## src/rtl/traffic_light_ctrl.sv

```systemverilog
// Four-phase car/pedestrian traffic light controller with one shared dwell counter.
// Define PED_EARLY_GREEN_EN to let a pending pedestrian request cut green short.
module traffic_light_ctrl #(
  parameter int T_GREEN     = 512,
  parameter int T_YELLOW    = 128,
  parameter int T_RED       = 256,
  parameter int T_WALK      = 256,
  parameter int T_MIN_GREEN = 128
) (
  input  logic       clock,
  input  logic       reset,
  input  logic       EN,
  input  logic       ped_req,
  output logic       green,
  output logic       yellow,
  output logic       red,
  output logic       walk,
  output logic [1:0] phase,
  output logic       phase_done
);

  localparam logic [1:0] S_GREEN  = 2'b00;
  localparam logic [1:0] S_YELLOW = 2'b01;
  localparam logic [1:0] S_RED    = 2'b10;
  localparam logic [1:0] S_WALK   = 2'b11;

  localparam logic [9:0] LAST_G = 10'(T_GREEN - 1);
  localparam logic [9:0] LAST_Y = 10'(T_YELLOW - 1);
  localparam logic [9:0] LAST_R = 10'(T_RED - 1);
  localparam logic [9:0] LAST_W = 10'(T_WALK - 1);

  if (T_GREEN < 1 || T_GREEN > 1024 ||
      T_YELLOW < 1 || T_YELLOW > 1024 ||
      T_RED < 1 || T_RED > 1024 ||
      T_WALK < 1 || T_WALK > 1024 ||
      T_MIN_GREEN < 1 || T_MIN_GREEN > 1024) begin : g_bad_cfg
    $error("traffic_light_ctrl: dwell parameter out of 1..1024");
  end

  logic [1:0] state_q, state_d;
  logic [9:0] cnt_q, cnt_d;
  logic       ped_q, ped_d;
  logic       done_q, done_d;
  logic [9:0] last;
  logic [1:0] nxt;
  logic       leave;

  always_comb begin
    last = LAST_G;
    nxt  = S_YELLOW;
    unique case (state_q)
      S_GREEN: begin
        last = LAST_G;
        nxt  = S_YELLOW;
      end
      S_YELLOW: begin
        last = LAST_Y;
        nxt  = ped_q ? S_WALK : S_RED;
      end
      S_RED: begin
        last = LAST_R;
        nxt  = S_GREEN;
      end
      S_WALK: begin
        last = LAST_W;
        nxt  = S_GREEN;
      end
      default: begin
        last = LAST_G;
        nxt  = S_YELLOW;
      end
    endcase
  end

`ifdef PED_EARLY_GREEN_EN
  localparam logic [9:0] MIN_G = 10'(T_MIN_GREEN - 1);
  logic early;
  assign early = (state_q == S_GREEN) && ped_q &&
                 (cnt_q >= MIN_G);
`else
  logic early;
  assign early = 1'b0;
`endif

  assign leave = (cnt_q == last) || early;

  always_comb begin
    state_d = state_q;
    cnt_d   = cnt_q;
    ped_d   = ped_q;
    done_d  = 1'b0;
    // Requests latch even while frozen; WALK itself ignores them.
    if (ped_req && state_q != S_WALK) ped_d = 1'b1;
    if (EN) begin
      if (leave) begin
        state_d = nxt;
        cnt_d   = '0;
        done_d  = 1'b1;
        if (nxt == S_WALK) ped_d = 1'b0;
      end else begin
        cnt_d = cnt_q + 10'd1;
      end
    end
  end

  always_ff @(posedge clock or posedge reset) begin
    if (reset) begin
      state_q <= S_GREEN;
      cnt_q   <= '0;
      ped_q   <= 1'b0;
      done_q  <= 1'b0;
    end else begin
      state_q <= state_d;
      cnt_q   <= cnt_d;
      ped_q   <= ped_d;
      done_q  <= done_d;
    end
  end

  assign green      = (state_q == S_GREEN);
  assign yellow     = (state_q == S_YELLOW);
  assign red        = state_q[1];
  assign walk       = (state_q == S_WALK);
  assign phase      = state_q;
  assign phase_done = done_q;

endmodule

```

## config.mk

```make
export PLATFORM = sky130hd
export DESIGN_NAME = traffic_light_ctrl
export DESIGN_NICKNAME = d
export VERILOG_FILES = /design/src/rtl/traffic_light_ctrl.sv
export SDC_FILE = /design/constraint.sdc
export NUM_CORES = 1
export LEC_CHECK = 0
export ABC_AREA = 1
export ABC_CLOCK_PERIOD_IN_PS = 1600
export CAP_MARGIN = 20
export CORE_ASPECT_RATIO = 0.6
export CORE_MARGIN = 2
export CORE_UTILIZATION = 30
export CTS_CLUSTER_SIZE = 28
export DETAILED_ROUTE_END_ITERATION = 8
export MAX_ROUTING_LAYER = met4
export PLACE_DENSITY = 0.56
export SLEW_MARGIN = 20
export SYNTH_ARGS = -nofsm -noshare
export SYNTH_HDL_FRONTEND = slang
export SYNTH_SLANG_ARGS = --single-unit
```

## constraint.sdc

```tcl
create_clock -name clock -period 1.6 [get_ports clock]
set_input_delay 0.24 -clock clock [delete_from_list [all_inputs] [get_ports clock]]
set_output_delay 0.24 -clock clock [all_outputs]
set_load 0.03 [all_outputs]
```

* Word level (Yosys, flattened, before mapping) *
Index checks and enable logic that the tools add are counted.

cells by class
  add/subtract/negate cells = 1
  eq/ne operators = 6
  multiplexer cells = 10
  reduce and logical (&&, ||, !) cells = 4

operators with widths
  operator               count
  $pmux 10 s3            1
  $add 10x1->10 const B  1
  $eq 10x10->1           1
  $mux 10                1
  $mux 1                 7
  $eq 2x2->1 const B     3
  $pmux 2 s3             1
  $eq 2x1->1 const B     1
  $logic_not 2->1        1
  $ne 2x2->1 const B     1
  $reduce_and 2->1       1
  $reduce_or 2->1        1
  $logic_and 1x1->1      1

storage, ports and cells
  flip-flop bits (word level) = 14
  input bits = 4
  output and inout bits = 7

* Depth between registers and ports, before layout *
Gate-level depths: netlist (run 1).

  depth after elaboration = 7
  depth in mapped cells = 8
  gate-level depth less buffers = 8

* Least setup slack after synthesis (run 1) *
No wires, ideal clock.

  path type = register to register
  start point = reg state_q[1], in the netlist phase[1]
  end point = reg ped_q
  library setup time = 0.125 ns
  arrival = 1.419 ns
  data required time = 1.475 ns
  slack = 0.056 ns
  stages on the path, launching flop included = 7
  path buffers = 0
  cells stage by stage = dfrtp_1 nor2_2 inv_1 nand2_1 nand2_2 nor2_8 a21oi_1

between the ends
  elaborated cells between the ends (all ways) = 15
  those cells by class = eq/ne: 6; mux: 6; reduce/logical: 3

RTL lines
  what                    line  text
  start, declared         40    logic [1:0] state_q, state_d;
  start signal, assigned  113   state_q <= state_d;
  $eq 2x1->1 *            n/a
  named net yellow        15    output logic yellow,
  $pmux 2 s3              51    unique case (state_q)
  $eq 2x2->1              99    if (nxt == S_WALK) ped_d = 1'b0;
  $mux 1                  99
  $mux 1 *                95    if (leave) begin
  $mux 1 *                94    if (EN) begin
  named net ped_d         42    logic ped_q, ped_d;
  end signal, assigned    115   ped_q <= ped_d;
  end, declared           42

Mark *: on every way through the listed nets, which the timed path passes. The rest lies on a longest branch. The select of a mux whose other input is x is not followed.
A chain may end at the register's enable or synchronous reset.

* Worst setup path in the final report (run 1) *
  start point = reg state_q[1], in the netlist phase[1]
  end point = out green

between the ends
  cells in the longest elaborated chain, start to end = 1

ends and longest elaborated chain
  what             line  text
  $logic_not 2->1  120   assign green = (state_q == S_GREEN);
  end, declared    14    output logic green,

No other way between the ends.

==> results.tsv, run 1 <==
stage	metric	value	unit
sta	drv_slew	0	
die	die_area	3030	µm²
worst_setup_path	crit_required	1.36	ns
finish	layout-drive-gt1-share	13.3	%
clock_tree	cts_tree	done	
worst_setup_path	critPathBufInv	3	
route	via_count	654	
yosys	yosysSeqAreaShare	45.1	%
yosys	ys_seq_elements	14	
placement	dp_hpwl	1290	µm
yosys	syn_area	777	µm²
route	routed_wl	1650	µm
global_route	grt_usage	13.7	%
finish	n_antenna_cell	0	
finish	utilization	39.7	%
worst_setup_path	crit_fanout	8	
finish	area_delta_synth_final	27.1	%
placement	io_buffers	10	
die	fp.dieW	69.7	µm
route	drt_iter0_markers	8	
worst_setup_path	crit_path_max_incr_delay	0.46	ns
sta	finClkSkew	0.000508	ns
sta	finalCriticalPeriod	1.49	ns
global_route	grt.overflow.total	0	
min_path	holdCritPathClass	in2async	
worst_setup_path	path_class	reg2out	
clock_tree	clock_latency	0.24	ns
clock_tree	cts_made_buffers	3	
die	core_area	2490	µm²
global_route	grt_pass1_wl	2950	µm
route	routed_via_density	4.30	
sta	setup_tns	0	ns
clock_tree	clockBufferDepth	2	
yosys	ys_types	18	
sta	fmax	672	MHz
worst_setup_path	crit_chain	inv_2, nand2_1, inv_1, clkdlybuf4s15_1	
die	fp.dieH	43.4	µm
clock_tree	clk_pin_slew	0.05	ns
worst_setup_path	ff2ff_path_depth	7	
power	total_power	0.00108	W
global_route	grt_max_degree	15	
power	vdd_drop_max	0.380	mV
sta	whs	0.357	ns
sta	setup_viol	0	
placement	place_inst	149	
clock_tree	h-tree-depth	1	
yosys	synth_warnings	0	
worst_setup_path	worstSetupPathDepth	4	
die	placementRows	14	
route	wl_per_cell	10.9	µm
run	maxCapViolCount	0	
sta	max_slew.worst_pin.slew	0.568	ns
power	leakagePower	0.584	nW
worst_setup_path	crit_path_end_kind	primary output	
worst_setup_path	crit_path_top_delay_cell	dfrtp_2	
placement	gp_congestion	0.812	
power	p_per_area	1090	nW/µm²
yosys	syn_nets	108	
worst_setup_path	critPathLaunchType	flop	
sta	relSlewSlack	62.1	%
route	drc	0	
die	start_util	31.2	%
finish	instances_no_fill	152	
sta	period_share	93.0	%
finish	num-nets-final	127	
route	first_pass_iters	4	
clock_tree	cts_hold_buf	0	
outcome	status	finished clean	
yosys	synth_cells	103	
die	ios	11	
clock_tree	root_buffer	clkbuf_8	
route	postRouteAntennaNets	0	
sta	finalHoldViolCount	0	
clock_tree	cts_sinks	14	
global_route	antenna_found_initial	0	
yosys	syn_area_per_cell	7.54	µm²
worst_setup_path	arrival	1.25	ns
global_route	first_global_vias	620	
worst_setup_path	crit_family	buffers and inverters	
[cells in the final DEF, fill, tap and decap left out, types with 2 or more instances in the layout]
cell type,Yosys,final
inv_1,15,15
xnor2_1,3,3
clkbuf_8,0,3
a21oi_1,3,3
dfrtp_1,14,13
inv_2,2,2
buf_4,2,6
clkdlybuf4s50_1,0,4
nand3_1,7,7
dlygate4sd2_1,0,4
o21ai_0,2,2
nand2_1,24,24
xor2_1,3,3
nand2_2,2,2
nor2_1,20,20
[flip-flops by register name (all words and copies together) (netlist names)]
| name | count |
|---|---|
| phase_done | 1 |
| phase | 2 |
| cnt_q | 10 |
| ped_q | 1 |
[synth_stat cells, drive strengths merged]
master	number	area, µm²
a21boi	1	7.51
a21oi	3	15.0
buf	2	15.0
dfrtp	14	350
ha	1	12.5
inv	17	63.8
nand2	26	103
nand3	7	35.0
nand4	1	6.26
nor2	22	101
nor3	1	5.00
o21ai	2	10.0
xnor2	3	26.3
xor2	3	26.3
[power breakdown]
| group | total, W | switching [W] | internal [W] |
|---|---|---|---|
| logic | 0.000249 | 0.000129 | 0.000119 |
| registers | 0.000541 | 0.0000935 | 0.000447 |
| clock network | 0.000286 | 0.000120 | 0.000167 |
[area by class of cell]
type	count	area [µm²]
timing repair buffer	16	143
clock buffer	3	41.3
inverter	17	63.8
fill	266	1500
sequential	14	352
multi-input combinational	70	348
tap	32	40.0
[worst register-to-register path: stages, from the launching register on]
cell	delay, ns
dfrtp_1	0.39
ha_1	0.21
nand3_1	0.12
nor2_1	0.21
nand2_2	0.12
nor2_8	0.17
nand2_1	0.08
nand2_1	0.07
[what timing repair did]
item	4_1_cts	5_1_grt
setup endpoints to repair	5	3
buffers inserted	0	0
resized for setup	5	3
endpoints found under the hold margin	0	0
pin swaps	0	0
[final timing paths]
check | startpoint | endpoint | slack, ns
worst max-delay path | phase[1] | green | 0.11
worst min-delay path | reset | phase_done | 0.36
worst max register to register | cnt_q[0] | phase[1] | 0.16
worst min register to register | cnt_q[6] | cnt_q[6] | 0.50
max in group asynchronous | reset | phase[1] | 0.84
min in group clock | cnt_q[6] | cnt_q[6] | 0.50
[per-stage QoR]
| step | cell area (µm²) | setup slack (ns) |
|---|---|---|
| final | 987 | 0.113 |
| after global routing | 987 | -0.000533 |
| after CTS | 982 | 0.0254 |
| after detailed placement | 947 | -0.0172 |
| after global placement | 947 | 0.0322 |
| after floorplan | 777 | 0.0560 |
[layer usage]
metal  vias to the layer above  track usage, %  part of all wire (%)
met5                         -               -                     0
met4                         0            5.77                   1.5
met3                         5            6.05                   4.7
met2                         7            17.5                    37
met1                       298            18.5                    57
li1                        344               -                     -
[kinds of logic (layout without fill, tap and decap cells)]
group,count (synthesis),after routing,synth area share (%)
simple gates,57,57,32.2
buf+inv,19,36,10.1
flops,14,14,45.1
compound gates,6,6,4.19
xor+xnor,6,6,6.76
fa+ha+maj,1,1,1.61
(Power assumes the default switching activity.)
==> run 2, diff against run 1 <==
--- a/config.mk
+++ b/config.mk
@@ -19,3 +19,4 @@
 export SYNTH_ARGS = -nofsm -noshare
 export SYNTH_HDL_FRONTEND = slang
 export SYNTH_SLANG_ARGS = --single-unit
+export TNS_END_PERCENT = 30
==> results of run 2 <==
Same layout as run 1: the final DEF is identical, and so are final timing and power.
==> run 3, diff against run 2 <==
--- a/config.mk
+++ b/config.mk
@@ -6,7 +6,7 @@
 export NUM_CORES = 1
 export LEC_CHECK = 0
 export ABC_AREA = 1
-export ABC_CLOCK_PERIOD_IN_PS = 1600
+export ABC_CLOCK_PERIOD_IN_PS = 1700
 export CAP_MARGIN = 20
 export CORE_ASPECT_RATIO = 0.6
 export CORE_MARGIN = 2
==> constraint.sdc (replaced) <==
create_clock -name clock -period 1.7 [get_ports clock]
set_input_delay 0.255 -clock clock [delete_from_list [all_inputs] [get_ports clock]]
set_output_delay 0.255 -clock clock [all_outputs]
set_load 0.03 [all_outputs]
==> run 3 against run 2 <==
Compared with the run above: flip-flop and latch count is the same; cell count shrank 1.3%; hold slack gained 0.0048 ns.
==> results.tsv, run 3 (same netlist as run 1, synthesis figures left out) <==
stage	metric	value	unit	change
worst_setup_path	crit_path_max_incr_delay	0.70	ns	was 0.46 ns
placement	gp_congestion	0.841		was 0.812
finish	layout_commonest_cell	nand2_1		unchanged
sta	finClkSkew	0.00175	ns	was 0.000508 ns
finish	regMostFlops	cnt_q		unchanged
finish	final_cell_mix	nand2_1, nor2_1, inv_1, dfrtp_1, nand3_1		unchanged
worst_setup_path	arrival	1.40	ns	was 1.25 ns
clock_tree	cts_sinks	14		unchanged
sta	rsz0062_at_grt	no		
finish	ff_latch_area	352	µm²	unchanged
min_path	holdCritPathClass	in2async		unchanged
sta	finalCriticalPeriod	1.66	ns	
sta	max_slew.worst_pin.slew	0.564	ns	was 0.568 ns
route	first_pass_iters	4		unchanged
worst_setup_path	crit_path_end_kind	primary output		unchanged
clock_tree	clockBufferDepth	2		unchanged
route	routed_wl	1590	µm	was 1650 µm
worst_setup_path	path_class	reg2out		unchanged
clock_tree	cts_hold_buf	0		unchanged
global_route	grt_pass1_wl	2660	µm	was 2950 µm
global_route	antenna_found_initial	0		unchanged
finish	num-nets-final	124		was 127
global_route	grt.overflow.total	0		unchanged
worst_setup_path	crit_fanout	9		was 8
sta	finalHoldViolCount	0		unchanged
global_route	grt_usage	12.4	%	was 13.7%
worst_setup_path	crit_required	1.44	ns	was 1.36 ns
sta	whs	0.362	ns	was 0.357 ns
finish	layout-drive-gt1-share	11.9	%	was 13.3%
sta	relSlewSlack	62.3	%	was 62.1%
placement	dpl_cell_area	925	µm²	was 947 µm²
clock_tree	cts_tree	done		unchanged
sta	drv_slew	0		unchanged
finish	n_antenna_cell	0		unchanged
clock_tree	post_cts_buffers	0		unchanged
worst_setup_path	critPathBufInv	1		was 3
route	via_count	633		was 654
finish	multi_input_area	348	µm²	unchanged
clock_tree	h-tree-depth	1		unchanged
route	drc	0		unchanged
global_route	grt_max_degree	15		unchanged
die	fp.dieW	69.7	µm	unchanged
sta	setup_viol	0		unchanged
worst_setup_path	crit_family	buffers and inverters		unchanged
placement	dp_hpwl	1210	µm	was 1290 µm
worst_setup_path	crit_path_top_delay_cell	clkdlybuf4s50_1		was dfrtp_2
placement	dpl_worst_slack	0.0577	ns	was -0.0172 ns
route	postRouteAntennaNets	0		unchanged
clock_tree	clk_pin_slew	0.06	ns	was 0.05 ns
die	fp.dieH	43.4	µm	unchanged
sta	setup_tns	0	ns	unchanged
route	routed_via_density	4.22		was 4.30
run	maxCapViolCount	0		unchanged
power	p_per_area	1080	nW/µm²	was 1090 nW/µm²
power	leakagePower	0.596	nW	was 0.584 nW
clock_tree	cts_made_buffers	3		unchanged
route	drt_iter0_markers	36		was 8
placement	io_buffers	10		unchanged
finish	largest_register_ff_count	10		unchanged
finish	n_fill_cell	275		was 266
finish	area_delta_synth_final	26.9	%	was 27.1%
die	die_area	3030	µm²	unchanged
clock_tree	root_buffer	clkbuf_8		unchanged
die	core_area	2490	µm²	unchanged
route	wl_per_cell	10.6	µm	was 10.9 µm
global_route	grt_util_met3	4.88	%	was 6.05%
die	placementRows	14		unchanged
sta	period_share	97.5	%	
finish	fin_area	986	µm²	was 987 µm²
die	ios	11		unchanged
worst_setup_path	critPathLaunchType	flop		unchanged
worst_setup_path	crit_chain	clkdlybuf4s50_1		was inv_2, nand2_1, inv_1, clkdlybuf4s15_1
clock_tree	clock_latency	0.25	ns	was 0.24 ns
sta	fin_ws	0.0429	ns	was 0.113 ns
sta	fmax	603	MHz	
die	start_util	31.2	%	unchanged
global_route	gr-max-usage-layer	met1		unchanged
finish	utilization	39.6	%	was 39.7%
global_route	grt_use_met2	15.0	%	was 17.5%
global_route	use_met1	17.6	%	was 18.5%
outcome	status	finished clean		unchanged
global_route	first_global_vias	555		was 620
power	vdd_drop_max	0.352	mV	was 0.380 mV
[run 3: cell count changes in the layout (fill, tap and decap cells not counted)]
cell             before  now
clkdlybuf4s15_1       1    0
dlymetal6s2s_1        1    3
dlygate4sd2_1         4    2
clkdlybuf4s50_1       4    5
buf_4                 6    3
clkbuf_8              3    4
[run 3: metal layers]
| layer | part of all wire, % | routed length (µm) |
|---|---|---|
| met3 | 3.8 | 60 |
| met1 | 55 | 883 |
| met2 | 39 | 622 |
| met4 | 1.6 | 25 |
| met5 | 0 | 0 |
[run 3: area by class of cell]
class	instances	share of cell area [%]
multi-input combinational	70	35.3
timing repair buffer	13	12.9
inverter	17	6.47
clock buffer	4	5.58
sequential	14	35.7
tap	32	4.06
[run 3: final timing paths]
check | start | to | slack, ns | depth (start not counted)
max in group asynchronous | reset | phase[1] | 0.94 | 2
setup reg to reg | cnt_q[0] | phase[1] | 0.34 | 7
hold / removal | reset | ped_q | 0.36 | 2
min in group clock | cnt_q[6] | cnt_q[6] | 0.51 | 1
hold reg to reg | cnt_q[6] | cnt_q[6] | 0.51 | 1
setup / recovery | phase[1] | phase[1] | 0.04 | 1
[run 3: report_power, final]
group          switching, W  total, W  internal (W)  leakage, nW
combinational      0.000120  0.000231      0.000111        0.407
sequential        0.0000884  0.000509      0.000421        0.160
clock              0.000124  0.000329      0.000205       0.0288
total              0.000332   0.00107      0.000737        0.596
[run 3: what timing repair did]
action	4_1_cts	5_1_grt
resized for setup	3	3
endpoints found under the hold margin	0	0
setup endpoints to repair	5	3
[run 3: through the flow]
step                      power (W)  instances
after floorplan            0.000686        103
after global placement     0.000738        146
after detailed placement   0.000751        146
after CTS                   0.00108        150
after global routing        0.00115        150
final                       0.00107        150
